--- config.mk ---
export PLATFORM = sky130hd
export DESIGN_NAME = uart_receiver
export DESIGN_NICKNAME = d
export VERILOG_FILES = /design/src/rtl/uart_receiver.sv
export SDC_FILE = /design/constraint.sdc
export NUM_CORES = 1
export LEC_CHECK = 0
export BUFFER_PORTS_ARGS = -buffer_cell sky130_fd_sc_hd__buf_2
export CORE_ASPECT_RATIO = 2
export CORE_MARGIN = 3
export CORE_UTILIZATION = 30
export CTS_BUF_LIST = sky130_fd_sc_hd__clkbuf_8
export CTS_CLUSTER_DIAMETER = 30
export DETAILED_ROUTE_END_ITERATION = 12
export HOLD_SLACK_MARGIN = 0.06
export PLACE_DENSITY = 0.54
export SYNTH_ARGS = -nofsm -noshare
export SYNTH_HDL_FRONTEND = slang
export SYNTH_SLANG_ARGS = --single-unit
--- constraint.sdc ---
create_clock -name sysclk -period 1.95 [get_ports sysclk]
set_input_delay 0.39 -clock sysclk [delete_from_list [all_inputs] [get_ports sysclk]]
set_output_delay 0.39 -clock sysclk [all_outputs]
set_load 0.01 [all_outputs]
--- src/rtl/uart_receiver.sv ---
// UART 8N1 receive path: 16x oversampling, mid-bit sampling, start/stop validation.
// Presents each good byte with a one-cycle strobe and a held valid flag with acknowledge.
module uart_receiver #(
  parameter int unsigned CLK_FREQ    = 100_000_000,
  parameter int unsigned BAUD        = 9600,
  parameter bit          INVERT_DATA = 1'b1
) (
  input  logic       sysclk,
  input  logic       reset,
  input  logic       UART_RX,
  input  logic       rx_ack,
  output logic [7:0] RX_DATA,
  output logic       RX_STATUS,
  output logic       RX_VALID,
  output logic       overrun,
  output logic       frame_err,
  output logic       busy
);

  localparam int unsigned DivRaw = CLK_FREQ / (BAUD * 16);
  localparam int unsigned DIV    = (DivRaw < 1) ? 1 : DivRaw;
  localparam int unsigned DivW   = (DIV > 1) ? $clog2(DIV) : 1;

  typedef enum logic [2:0] {
    StArm,
    StIdle,
    StStart,
    StData,
    StStop
  } state_e;

  state_e          state_q, state_d;
  logic            sync1_q, rxs_q;
  logic [1:0]      flush_q;
  logic [DivW-1:0] div_q, div_d;
  logic [3:0]      tick_cnt_q, tick_cnt_d;
  logic [2:0]      bit_cnt_q, bit_cnt_d;
  logic [7:0]      shift_q, shift_d;
  logic [7:0]      data_q, data_d;
  logic            status_q, status_d;
  logic            valid_q, valid_d;
  logic            overrun_q, overrun_d;
  logic            ferr_q, ferr_d;
  logic            active;
  logic            tick;

  // The preset synchroniser value is not a real line sample; flush_q marks when it has been
  // replaced so ARM cannot be fooled by a line held low across reset release.
  always_ff @(posedge sysclk or posedge reset) begin
    if (reset) begin
      sync1_q <= 1'b1;
      rxs_q   <= 1'b1;
      flush_q <= 2'b00;
    end else begin
      sync1_q <= UART_RX;
      rxs_q   <= sync1_q;
      flush_q <= {flush_q[0], 1'b1};
    end
  end

  assign active = (state_q == StStart) || (state_q == StData) || (state_q == StStop);
  assign tick   = active && (div_q == DivW'(DIV - 1));

  always_comb begin
    div_d = div_q + DivW'(1);
    if (!active || tick) begin
      div_d = '0;
    end
  end

  always_comb begin
    state_d    = state_q;
    tick_cnt_d = tick_cnt_q;
    bit_cnt_d  = bit_cnt_q;
    shift_d    = shift_q;
    data_d     = data_q;
    status_d   = 1'b0;
    ferr_d     = 1'b0;
    valid_d    = valid_q;
    overrun_d  = overrun_q;

    if (rx_ack) begin
      valid_d   = 1'b0;
      overrun_d = 1'b0;
    end

    case (state_q)
      StArm: begin
        if (flush_q[1] && rxs_q) begin
          state_d = StIdle;
        end
      end
      StIdle: begin
        if (!rxs_q) begin
          state_d    = StStart;
          tick_cnt_d = 4'd0;
          bit_cnt_d  = 3'd0;
        end
      end
      StStart: begin
        if (tick) begin
          if (tick_cnt_q == 4'd7) begin
            tick_cnt_d = 4'd0;
            state_d    = rxs_q ? StIdle : StData;
          end else begin
            tick_cnt_d = tick_cnt_q + 4'd1;
          end
        end
      end
      StData: begin
        if (tick) begin
          if (tick_cnt_q == 4'd15) begin
            tick_cnt_d = 4'd0;
            shift_d    = {rxs_q, shift_q[7:1]};
            bit_cnt_d  = bit_cnt_q + 3'd1;
            if (bit_cnt_q == 3'd7) begin
              state_d = StStop;
            end
          end else begin
            tick_cnt_d = tick_cnt_q + 4'd1;
          end
        end
      end
      StStop: begin
        if (tick) begin
          if (tick_cnt_q == 4'd15) begin
            tick_cnt_d = 4'd0;
            if (rxs_q) begin
              data_d   = INVERT_DATA ? ~shift_q : shift_q;
              status_d = 1'b1;
              // Completion wins over a simultaneous acknowledge.
              valid_d  = 1'b1;
              if (valid_q && !rx_ack) begin
                overrun_d = 1'b1;
              end
              state_d = StIdle;
            end else begin
              ferr_d  = 1'b1;
              state_d = StArm;
            end
          end else begin
            tick_cnt_d = tick_cnt_q + 4'd1;
          end
        end
      end
      default: begin
        state_d = StArm;
      end
    endcase
  end

  always_ff @(posedge sysclk or posedge reset) begin
    if (reset) begin
      state_q    <= StArm;
      div_q      <= '0;
      tick_cnt_q <= 4'd0;
      bit_cnt_q  <= 3'd0;
      shift_q    <= 8'd0;
      data_q     <= 8'd0;
      status_q   <= 1'b0;
      valid_q    <= 1'b0;
      overrun_q  <= 1'b0;
      ferr_q     <= 1'b0;
    end else begin
      state_q    <= state_d;
      div_q      <= div_d;
      tick_cnt_q <= tick_cnt_d;
      bit_cnt_q  <= bit_cnt_d;
      shift_q    <= shift_d;
      data_q     <= data_d;
      status_q   <= status_d;
      valid_q    <= valid_d;
      overrun_q  <= overrun_d;
      ferr_q     <= ferr_d;
    end
  end

  // Busy covers frame reception only; ARM is a quiet re-arm wait.
  assign busy      = active;
  assign RX_DATA   = data_q;
  assign RX_STATUS = status_q;
  assign RX_VALID  = valid_q;
  assign overrun   = overrun_q;
  assign frame_err = ferr_q;

endmodule

==> flow_summary.ini <==
[outcome]
outcome = complete, no violations

[die]
io_pins = 17
coreArea_um2 = 6310
num_rows = 41
initial_utilization = 0.309
die_h_um = 120
die_x_um = 63.0
dieArea_um2 = 7560

[power_and_ir_drop]
pwr-share-seq = 0.461
powerDensity_nw_per_um2 = 1060
power.switching_uw = 771
p_comb_frac = 0.264
swShare = 0.311
vdd.ir_drop.worst_mv = 0.415
p_int_uw = 1710
clockPowerShare = 0.275
power.leakage_uw = 0.00111

[yosys]
ys_warn_count = 0
synth-edff-count = 0
syn_area_per_cell_um2 = 11.3
synthArstFlopShare = 1.00
syn_area_um2 = 1950
syn-num-nets = 181
postSynthCellCount = 172
synth.distinct_cells = 40
synthFlopType = dfrtp_1
ys_seq_area_frac = 0.566
ys_ff_latch = 44

[grt]
grt_max_degree = 45
grt_first_pass_wirelength_um = 6060
antenna_found_initial = 0
grt_usage = 0.106
grt_pass1_vias = 1273
grt-ovfl-total = 0

[timing]
finalClockSkew_ns = 0.00395
period_share = 0.963
hold_viol = 0
slew_violations = 0
setup_viol = 0
fin_tns_setup_ns = 0
min_period_ns = 1.88
fmaxAchievable_mhz = 532

[final_layout]
final_cell_mix = 39 x dfrtp_1, 19 x nand2_1, 16 x buf_2
drive_gt1_frac = 0.312
syn_to_final_growth_pct = 20.2
nets = 210
diodes = 0
final_area_um2 = 2340
final_common_cell = dfrtp_1

[routing]
detail_route.wirelength.met1_um = 1260
top_layer = met4
route.met2.wl_um = 2060
post_drt_wl_per_cell_um = 12.3
ant_nets = 0
drt-total-wl_um = 3530
vias = 1274
wl_met3_um = 98
drt-pass1-iter-count = 4
drt-initial-drc-count = 65
via_per_inst = 4.42
route.detailed.drc = 0

[clock_network]
cts_tree = yes
clkSinkCount = 44
cts_buffers = 5
cts_hold_buffers = 0
cts_buffer_depth = 2
clkTransAtPathRegs_ns = 0.08
clk_latency_ns = 0.30
cts_htree_levels = 2
root_buffer = clkbuf_8

[critical_path]
worst_setup_path_start_kind = register
end_kind = register
required_ns = 2.14
critPathKind = reg -> reg
cp_max_fo = 8
arrival_ns = 2.07

[placed_design]
post_dp_cell_area_um2 = 2190
gp_routability_congestion = 0.743
io_buffers = 16
dp_hpwl_um = 2540

[min_path]
hp-class = in -> async

[job]
cap_violations = 0
sequential cells by signal, indices dropped and copies added (netlist names):
register    flops
div_q          10
RX_DATA         8
shift_q         8
tick_cnt_q      4
bit_cnt_q       3
state_q         3
flush_q         2
RX_STATUS       1
RX_VALID        1
frame_err       1
overrun         1
rxs_q           1
sync1_q         1
kinds of logic (layout without fill, tap and decap cells):
logic type                 count (synthesis)  after routing  synth area share
and+or+nand+nor                           62             62             0.166
DFF                                       44             44             0.566
AOI/OAI and AO/OA                         27             27            0.0951
buffers and inverters                     13             43            0.0360
muxes                                     11             11            0.0623
xor gates and xnor gates                   9              9            0.0405
adders and majority gates                  5              5            0.0321
other                                      1              1           0.00192
power groups by stage:
| stage | Sequential (µW) | Combinational [µW] | Clock, µW |
|---|---|---|---|
| after CTS | 1130 | 601 | 714 |
| after detailed placement | 1150 | 594 | 0 |
| after global routing | 1170 | 729 | 750 |
| after global placement | 1140 | 597 | 0 |
| after floorplan | 1100 | 449 | 0 |
| final | 1140 | 654 | 683 |
per-stage QoR:
| step | worst slack (ns) | instances | power, µW | util | hold WS [ns] |
|---|---|---|---|---|---|
| floorplan | 0.100 | 172 | 1550 | - | 0.331 |
| global placement | 0.0486 | 278 | 1740 | 0.347 | 0.333 |
| detailed placement | 0.0434 | 278 | 1740 | 0.347 | 0.336 |
| CTS | 0.0234 | 286 | 2450 | 0.366 | 0.103 |
| global route | -0.0215 | 288 | 2640 | 0.371 | 0.119 |
| finish | 0.0719 | 288 | 2480 | 0.371 | 0.103 |
cells in the mapped netlist, types with 2 or more instances:
cell type,count,area share
a21oi_1,4,0.010
and3_1,3,0.0096
buf_2,2,0.0051
buf_6,2,0.012
dfrtp_1,42,0.54
dfstp_2,2,0.027
ha_1,5,0.032
inv_1,7,0.013
mux2_2,9,0.052
mux2i_1,2,0.010
nand2_1,19,0.037
nand2b_1,4,0.013
nand3_1,5,0.013
nand3b_1,4,0.015
nor2_1,14,0.027
nor3b_1,2,0.0077
o21ai_0,8,0.021
o21ai_2,8,0.036
or3_1,2,0.0064
xnor2_1,6,0.027
xor2_1,3,0.013
layout make-up:
class / instances / area [µm²]
clock buffers: 5 / 68.8
flip-flops and latches: 44 / 1110
well taps: 86 / 108
fillers: 642 / 3970
multi-input cells: 115 / 797
repair buffers: 28 / 195
inverters: 7 / 26.3
clock inverters: 3 / 38.8
critical path, cell delays in order, from the launching register on:
cell and delay (ns):
dfrtp_2 0.46, or3b_2 0.50, a21oi_2 0.13, a221o_1 0.15
nand3b_1 0.18, mux2_2 0.35
metal layers:
metal | vias to the layer above | GRT usage
li1 | 641 | -
met1 | 613 | 0.101
met2 | 14 | 0.193
met3 | 6 | 0.0253
met4 | 0 | 0.0788
met5 | - | 0
worst paths after layout:
path / from / to / slack, ns / cells after the start
min in group sysclk: UART_RX / sync1_q$_DFF_PP1_ / 0.18 / 1
max in group asynchronous: reset / sync1_q$_DFF_PP1_ / 1.57 / 3
min: reset / overrun$_DFF_PP0_ / 0.10 / 3
min reg2reg: flush_q[0]$_DFF_PP0_ / flush_q[1]$_DFF_PP0_ / 0.35 / 0
max reg2reg: state_q[1]$_DFFE_PP0P_ / state_q[0]$_DFFE_PP0P_ / 0.07 / 5
max: state_q[1]$_DFFE_PP0P_ / state_q[0]$_DFFE_PP0P_ / 0.07 / 5
what timing repair did:
item / in CTS / in global routing
gates resized for setup: 2 / 6
pin swaps: 0 / 1
buffers inserted: 0 / 2
setup endpoints to repair: 1 / 2
Note: power is estimated with default switching activity, not from simulation.
